===== config.mk =====
export PLATFORM = sky130hd
export DESIGN_NAME = elevador_planta_3pisos
export DESIGN_NICKNAME = d
export VERILOG_FILES = /design/src/rtl/elevador_pkg.sv /design/src/rtl/elevador_planta_sensores.sv /design/src/rtl/elevador_planta_3pisos.sv
export SDC_FILE = /design/constraint.sdc
export NUM_CORES = 1
export LEC_CHECK = 0
export ABC_AREA = 1
export CORE_MARGIN = 4
export CORE_UTILIZATION = 46
export CTS_BUF_LIST = sky130_fd_sc_hd__clkbuf_8 sky130_fd_sc_hd__clkbuf_16
export DETAILED_ROUTE_END_ITERATION = 10
export GPL_ROUTABILITY_DRIVEN = 0
export PLACE_DENSITY_LB_ADDON = 0.3
export REMOVE_ABC_BUFFERS = 1
export SYNTH_ARGS = -nofsm -noshare
export SYNTH_HDL_FRONTEND = slang
export SYNTH_HIERARCHICAL = 1
export SYNTH_SLANG_ARGS = --single-unit

===== constraint.sdc =====
create_clock -name clk -period 2.5 [get_ports clk]
set_clock_uncertainty 0.2 [all_clocks]
set_input_delay 0.5 -clock clk [delete_from_list [all_inputs] [get_ports clk]]
set_output_delay 0.5 -clock clk [all_outputs]
set_load 0.01 [all_outputs]

===== src/rtl/elevador_pkg.sv =====
// +----------------------------------------------------------------------------+
// | elevador_pkg: shared state enum and encodings for the 3-floor car plant.   |
// | Revision: 1.0                                                              |
// +----------------------------------------------------------------------------+
`default_nettype none

package elevador_pkg;

  typedef enum logic [1:0] {
    IDLE  = 2'd0,
    UP    = 2'd1,
    DOWN  = 2'd2,
    FAULT = 2'd3
  } state_t;

  // init_sel: where the car sits when reset is applied
  localparam logic [1:0] c_init_f1   = 2'd0;
  localparam logic [1:0] c_init_f2   = 2'd1;
  localparam logic [1:0] c_init_f3   = 2'd2;
  localparam logic [1:0] c_init_mid  = 2'd3;

  // inj_sel: sensor forced high while inj_en is set
  localparam logic [1:0] c_inj_f1    = 2'd0;
  localparam logic [1:0] c_inj_f2    = 2'd1;
  localparam logic [1:0] c_inj_f3    = 2'd2;
  localparam logic [1:0] c_inj_none  = 2'd3;

endpackage

`default_nettype wire


===== src/rtl/elevador_planta_sensores.sv =====
// +----------------------------------------------------------------------------+
// | elevador_planta_sensores: floor sensor decode from car position, with      |
// | optional forcing enabled by macro ELEVADOR_PLANTA_FAULT_INJ_EN.            |
// | Revision: 1.0                                                              |
// +----------------------------------------------------------------------------+
`default_nettype none

module elevador_planta_sensores
  import elevador_pkg::*;
#(
  parameter int TRAVEL_CYC = 8,
  parameter int PW         = $clog2(2*TRAVEL_CYC+1)
) (
  input  logic [PW-1:0] pos,
  input  logic          inj_en,
  input  logic [1:0]    inj_sel,
  output logic          f1,
  output logic          f2,
  output logic          f3
);

  localparam logic [PW-1:0] c_pos_f2 = PW'(TRAVEL_CYC);
  localparam logic [PW-1:0] c_pos_f3 = PW'(2*TRAVEL_CYC);

  logic [2:0] w_inj;

`ifdef ELEVADOR_PLANTA_FAULT_INJ_EN
  assign w_inj[0] = inj_en && (inj_sel == c_inj_f1);
  assign w_inj[1] = inj_en && (inj_sel == c_inj_f2);
  assign w_inj[2] = inj_en && (inj_sel == c_inj_f3);
`else
  // Ports stay for a stable interface; the sink keeps lint quiet.
  logic w_unused;
  assign w_unused = &{1'b0, inj_en, inj_sel};
  assign w_inj    = 3'b000;
`endif

  assign f1 = (pos == '0)       | w_inj[0];
  assign f2 = (pos == c_pos_f2) | w_inj[1];
  assign f3 = (pos == c_pos_f3) | w_inj[2];

endmodule

`default_nettype wire


===== src/rtl/elevador_planta_3pisos.sv =====
// +----------------------------------------------------------------------------+
// | elevador_planta_3pisos: 3-floor elevator car plant model (position counter,|
// | motor FSM, sticky errors). Optional macro ELEVADOR_PLANTA_FAULT_INJ_EN.    |
// | Revision: 1.0                                                              |
// +----------------------------------------------------------------------------+
`default_nettype none

module elevador_planta_3pisos
  import elevador_pkg::*;
#(
  parameter int  TRAVEL_CYC = 8,
  localparam int PW         = $clog2(2*TRAVEL_CYC+1)
) (
  input  logic          clk,
  input  logic          reset,
  input  logic [1:0]    init_sel,
  input  logic          mup,
  input  logic          mdw,
  input  logic          inj_en,
  input  logic [1:0]    inj_sel,
  output logic          f1,
  output logic          f2,
  output logic          f3,
  output logic [PW-1:0] pos,
  output logic          moving,
  output logic          err_both,
  output logic          err_limit
);

  localparam logic [PW-1:0] c_pos_max = PW'(2*TRAVEL_CYC);
  localparam logic [PW-1:0] c_one     = PW'(1);

  state_t        r_state;
  logic [PW-1:0] r_pos;
  logic          r_moving;
  logic          r_err_both;
  logic          r_err_limit;
  logic [PW-1:0] w_init_pos;

  always_comb begin
    w_init_pos = '0;
    case (init_sel)
      c_init_f1:  w_init_pos = '0;
      c_init_f2:  w_init_pos = PW'(TRAVEL_CYC);
      c_init_f3:  w_init_pos = c_pos_max;
      default:    w_init_pos = PW'(TRAVEL_CYC/2);
    endcase
  end

  // Position moves on the same edge that the FSM enters UP/DOWN.
  always_ff @(posedge clk) begin
    if (reset) begin
      r_state     <= IDLE;
      r_pos       <= w_init_pos;
      r_moving    <= 1'b0;
      r_err_both  <= 1'b0;
      r_err_limit <= 1'b0;
    end else if (r_state == FAULT) begin
      r_moving <= 1'b0;
    end else begin
      case ({mup, mdw})
        2'b11: begin
          r_state    <= FAULT;
          r_err_both <= 1'b1;
          r_moving   <= 1'b0;
        end
        2'b10: begin
          if (r_pos == c_pos_max) begin
            r_state     <= FAULT;
            r_err_limit <= 1'b1;
            r_moving    <= 1'b0;
          end else begin
            r_state  <= UP;
            r_pos    <= r_pos + c_one;
            r_moving <= 1'b1;
          end
        end
        2'b01: begin
          if (r_pos == '0) begin
            r_state     <= FAULT;
            r_err_limit <= 1'b1;
            r_moving    <= 1'b0;
          end else begin
            r_state  <= DOWN;
            r_pos    <= r_pos - c_one;
            r_moving <= 1'b1;
          end
        end
        default: begin
          r_state  <= IDLE;
          r_moving <= 1'b0;
        end
      endcase
    end
  end

  assign pos       = r_pos;
  assign moving    = r_moving;
  assign err_both  = r_err_both;
  assign err_limit = r_err_limit;

  elevador_planta_sensores #(
    .TRAVEL_CYC (TRAVEL_CYC),
    .PW         (PW)
  ) u_sensores (
    .pos     (r_pos),
    .inj_en  (inj_en),
    .inj_sel (inj_sel),
    .f1      (f1),
    .f2      (f2),
    .f3      (f3)
  );

endmodule

`default_nettype wire

==> metrics.yaml, run 1 <==
io_pins: 20
synth-seq-cells: 10
globalRouteTotalUtil: 0.1622
drive_above_1_share: 0.1484
syn_inst: 104
vias_per_cell: 4.840
drc: 0
hold_ws_ns: 0.2741
antenna_found_initial: 0
grt_pass1_wl_um: 2553
tightest_slew_ns: 0.2704
synth_compound_area_frac: 0.05802
finalSetupViolCount: 0
rsz0062_at_grt: "no"
setup_tns_ns: 0
grt_max_degree: 9
muxShareOfSynthArea: 0
synth_most_common_cell: "nand2_1"
area_growth_pct: 34.98
ys_top_cells_by_count: "nand2_1 (24), inv_1 (18), nor2_1 (10)"
crit_required_ns: 1.80
place_ws_ns: -0.06133
timing.fmax_mhz: 435.9
fp-row-count: 14
max_stage_delay_ns: 0.54
p_sw_w: 0.0001892
synth_top_area_share: 0.2048
vias: 697
dieArea_um2: 2297
synth.distinct_cells: 22
synth_xor_xnor_area_share: 0.02389
clock-sinks: 10
power.leakage_nw: 0.4932
synth_edf_count: 5
min_period_ns: 2.294
drt_iter0_drc: 11
cp_slowest_cell: "clkdlybuf4s50_1"
antenna_left: 0
max-vdd-ir-drop_v: 0.0004516
critPathTopFamily: "buffers and inverters"
antenna_cells: 0
initial_core_util: 0.4867
wire_per_inst_um: 10.75
postCtsSetupBuffers: 0
dp_hpwl_um: 1239
fin_ws_ns: 0.2059
maxCapViolCount: 0
clockBufferDepth: 2
fin_util: 0.6570
worstPathMaxFanout: 6
total_power_w: 0.0005961
cts_buffers: 3
min_path_type: "flop to flop"
p_per_area_nw_per_um2: 602.3
power.share.combinational: 0.334
synth_area_leaders: "edfxtp_1 (20%), dfxtp_1 (14%), nand2_1 (12%)"
slew_headroom: 0.8197
async_flop_share: 0
outcome: "completed"
crit_chain: "nor2_2 > nand2_1 > nor2_1 > clkdlybuf4s50_1"
ys.warnings.count: 6
wirelength_um: 1548
gr-total-overflow: 0
seqPwrFrac: 0.382
crit_arrival_ns: 1.59
h-tree-depth: 1
grt_pass1_vias: 623
worstSkewPairLatency_ns: 0.24
path_buf_inv: 1
seq_area_frac_synth: 0.3413
synth_top_family_by_area: "simple AND/OR/NAND/NOR gates"
clkPwrFrac: 0.284
die_h_um: 47.93
drt-pass1-iter-count: 4
yosysTopAreaCell: "edfxtp_1"
syn_area_um2: 733.2
power.share.switching: 0.3174
core_area_um2: 1506
die_w_um: 47.93
min_period_over_period: 0.9177
avgSynthCellArea_um2: 7.050
final_nets: 144
clk_pin_slew_ns: 0.05
cts_tree: "built"
synth_ff_type: "edfxtp_1"
critPathLaunchType: "flop"
cts_root_buf: "clkbuf_8"
path_class: "flop to output pin"
hold_viol: 0
synth_simple_gate_area_frac: 0.3498
p_int_w: 0.0004069
io_buffers: 16
slew_violations: 0
endpoint_kind: "output pin"
hold_buffers: 0
synthAdderAreaFrac: 0.1024
==> state kept, by name, summed over array words and instances, names as in the netlist <==
name,cells
moving,1
err_both,1
err_limit,1
r_state,2
pos,5
==> placed cells by master, fill, tap and decap left out, types with 3 or more instances in the layout <==
cell,count
nand3_1,9
buf_4,6
ha_1,5
dfxtp_1,5
nor2_1,10
nand2_1,24
clkbuf_8,3
a21oi_1,3
edfxtp_1,5
o21ai_0,3
nor2_2,5
clkdlybuf4s50_1,16
inv_1,19
==> what timing repair did <==
action | CTS | global route
endpoints found under the setup margin | 0 | 1
resized for setup | 0 | 1
hold endpoints to repair | 0 | 0
==> layer usage <==
layer	share of wire	wire length [um]	GRT usage
met1	0.46	706	0.2059
met2	0.47	733	0.2507
met3	0.047	72	0.03383
met4	0.023	35	0.09677
met5	0	0	0
==> path summary, 6_finish.rpt <==
| path | startpoint | slack (ns) | end | cells past startpoint |
|---|---|---|---|---|
| max | pos[0] | 0.21 | f3 | 4 |
| min | err_limit | 0.27 | err_limit | 2 |
| max reg2reg | pos[2] | 0.69 | pos[2] | 5 |
| min reg2reg | err_limit | 0.27 | err_limit | 2 |
==> stage by stage <==
step / instances / instance area, um^2
floorplan: 102 / 716.9
global placement: 140 / 942.2
detailed placement: 140 / 942.2
CTS: 144 / 987.2
global route: 144 / 989.7
finish: 144 / 989.7
==> worst reg2reg max path: stages, from the launching register on <==
cell	delay [ns]
edfxtp_1	0.49
nor2_2	0.17
nand4_1	0.13
or2_1	0.27
nand3_1	0.11
nand2_1	0.16
==> final cells by class <==
cell class / instances / area [um^2]
multi-input combinational: 72 / 394.1
fill: 137 / 516.7
timing repair buffer: 22 / 205.2
clock buffer: 3 / 41.29
tap: 16 / 20.02
clock inverter: 1 / 3.754
inverter: 20 / 75.07
sequential: 10 / 250.2
==> cell families after synthesis <==
kind of cell,count (synthesis)
simple gates,56
buf+inv,22
flops,10
compound gates,8
fa+ha+maj,6
xor+xnor,2
==> power groups by stage <==
| stage | Combinational [W] | Clock, W | Sequential, W |
|---|---|---|---|
| after floorplan | 0.000105 | 0 | 0.000234 |
| after global placement | 0.000193 | 0 | 0.000230 |
| after detailed placement | 0.000199 | 0 | 0.000230 |
| after CTS | 0.000200 | 0.000175 | 0.000228 |
| after global routing | 0.000223 | 0.000183 | 0.000232 |
| final | 0.000199 | 0.000169 | 0.000228 |
(Power assumes the default switching activity.)
==> run 2: changes to the inputs <==
--- a/config.mk
+++ b/config.mk
@@ -6,6 +6,7 @@
 export NUM_CORES = 1
 export LEC_CHECK = 0
 export ABC_AREA = 1
+export ABC_CLOCK_PERIOD_IN_PS = 2500
 export CORE_MARGIN = 4
 export CORE_UTILIZATION = 46
 export CTS_BUF_LIST = sky130_fd_sc_hd__clkbuf_8 sky130_fd_sc_hd__clkbuf_16
==> results of run 2 <==
Final layout, timing and power as in run 1 (identical DEF).
==> run 3: changes to the inputs <==
--- a/config.mk
+++ b/config.mk
@@ -7,7 +7,7 @@
 export LEC_CHECK = 0
 export ABC_AREA = 1
 export ABC_CLOCK_PERIOD_IN_PS = 2500
-export CORE_MARGIN = 4
+export CAP_MARGIN = 20
 export CORE_UTILIZATION = 46
 export CTS_BUF_LIST = sky130_fd_sc_hd__clkbuf_8 sky130_fd_sc_hd__clkbuf_16
 export DETAILED_ROUTE_END_ITERATION = 10
@@ -18,3 +18,4 @@
 export SYNTH_HDL_FRONTEND = slang
 export SYNTH_HIERARCHICAL = 1
 export SYNTH_SLANG_ARGS = --single-unit
+export TNS_END_PERCENT = 1
==> metrics.yaml, run 3 (synthesis gave the netlist of run 1 again) <==
total_power_w: 0.0006265
path_class: "flop to output pin"
final_nets: 144
slew_headroom: 0.8127
drt_iter0_drc: 11
fp-row-count: 14
tightest_slew_ns: 0.2810
reg2regPathDepth: 11
antenna_cells: 0
hold_viol: 0
crit_arrival_ns: 1.58
min_period_over_period: 0.9114
io_pins: 20
clockBufferDepth: 2
die_w_um: 41.93
hold_start: "err_limit"
globalRouteTotalUtil: 0.1923
final_cell_mix: "nand2_1 (24), inv_1 (18), clkdlybuf4s50_1 (16)"
worstPathMaxFanout: 6
crit_required_ns: 1.80
cts_tree: "built"
dp_hpwl_um: 1128
drc: 0
p_per_area_nw_per_um2: 626.7
area_growth_pct: 36.35
endpoint_kind: "output pin"
drt-pass1-iter-count: 4
r2r_end: "pos[4]"
regToRegSetupSlack_ns: 0.70
io_buffers: 16
initial_core_util: 0.4924
wire_per_inst_um: 10.37
min_period_ns: 2.278
maxCapViolCount: 0
timing.fmax_mhz: 438.9
max_stage_delay_ns: 0.53
ff_latch_area_um2: 250.2
clk_pin_slew_ns: 0.05
antenna_found_initial: 0
antenna_left: 0
timing.rr.start: "pos[1]"
vias: 676
power.leakage_nw: 0.4951
nFillCells: 131
grt_max_degree: 9
outcome: "completed"
min_path_type: "flop to flop"
cts_root_buf: "clkbuf_8"
rsz0062_at_grt: "no"
fin_area_um2: 999.7
gr-total-overflow: 0
finalSetupViolCount: 0
drive_above_1_share: 0.1563
fin_util: 0.6714
whs_endpoint: "err_limit"
crit_chain: "nor2_2 > nand2_1 > nor2_1 > clkdlybuf4s50_1"
max-vdd-ir-drop_v: 0.0004577
grt_pass1_vias: 625
wirelength_um: 1493
cts_buffers: 3
critPathLaunchType: "flop"
h-tree-depth: 1
cp_slowest_cell: "clkdlybuf4s50_1"
placed_cell_area_um2: 942.2
dieArea_um2: 1758
setup_tns_ns: 0
clock-sinks: 10
vias_per_cell: 4.694
slew_violations: 0
die_h_um: 41.93
hold_depth: 2
final_common_cell: "nand2_1"
grt_pass1_wl_um: 2553
worstSkewPairLatency_ns: 0.23
multi_input_area_um2: 394.1
core_area_um2: 1489
largest_reg_flops: 5
postCtsSetupBuffers: 0
## run 3: cell types whose count changed in the layout (fill, tap and decap cells not counted), sizes merged
| cell | change |
|---|---|
| clkbuf | +1 |
| inv | -1 |
## run 3: area by class of cell
class                           instances  share of cell area
Timing Repair Buffer                   22              0.2053
Sequential cell                        10              0.2503
Clock buffer                            4             0.05507
Multi-Input combinational cell         72              0.3942
Tap cell                               16             0.02003
Inverter                               20             0.07509
## run 3: worst max path at each step
stage                        end    from  depth (start not counted)
after global placement    pos[4]     mup                         14
after floorplan           pos[4]     mup                         12
after CTS                 pos[4]     mup                         14
after global routing      pos[4]     mup                         14
final                         f1  pos[0]                          4
after detailed placement  pos[4]     mup                         14
## run 3: worst max-delay path: cells and delay by family (launching register included)
family / cells / cell delay, ns
buffers and inverters: 1 / 0.53
flip-flops: 1 / 0.51
AND/OR/NAND/NOR: 3 / 0.30
## run 3: stage by stage
step / hold WS (ns) / instances / worst slack, ns
finish: 0.2820 / 144 / 0.2215
global route: 0.3053 / 144 / 0.04847
floorplan: 0.2906 / 102 / 0.3624
detailed placement: 0.2620 / 140 / -0.06455
CTS: 0.2792 / 144 / 0.1587
global placement: 0.2588 / 140 / -0.04700
## run 3: layer usage
metal  track usage  vias to the layer above  part of all wire  routed length [um]
met5             0                        -                 0                   0
met4        0.1161                        0             0.015                  23
met3       0.02609                        4             0.033                  50
met2        0.2969                       17              0.44                 651
met1        0.2541                      284              0.51                 768
li1              -                      371                 -                   -
## run 3: timing repair
action | CTS | global route
endpoints found under the setup margin | 0 | 1
hold buffers | 0 | 0
resized for setup | 0 | 1
## run 3: where the power goes
group / switching, W / leakage [nW] / total (W) / internal, W
clock: 0.0000621 / 0.0288 / 0.000200 / 0.000138
combinational: 0.0000979 / 0.372 / 0.000198 / 0.000100
sequential: 0.0000287 / 0.0939 / 0.000228 / 0.000199
total: 0.000189 / 0.495 / 0.000626 / 0.000438
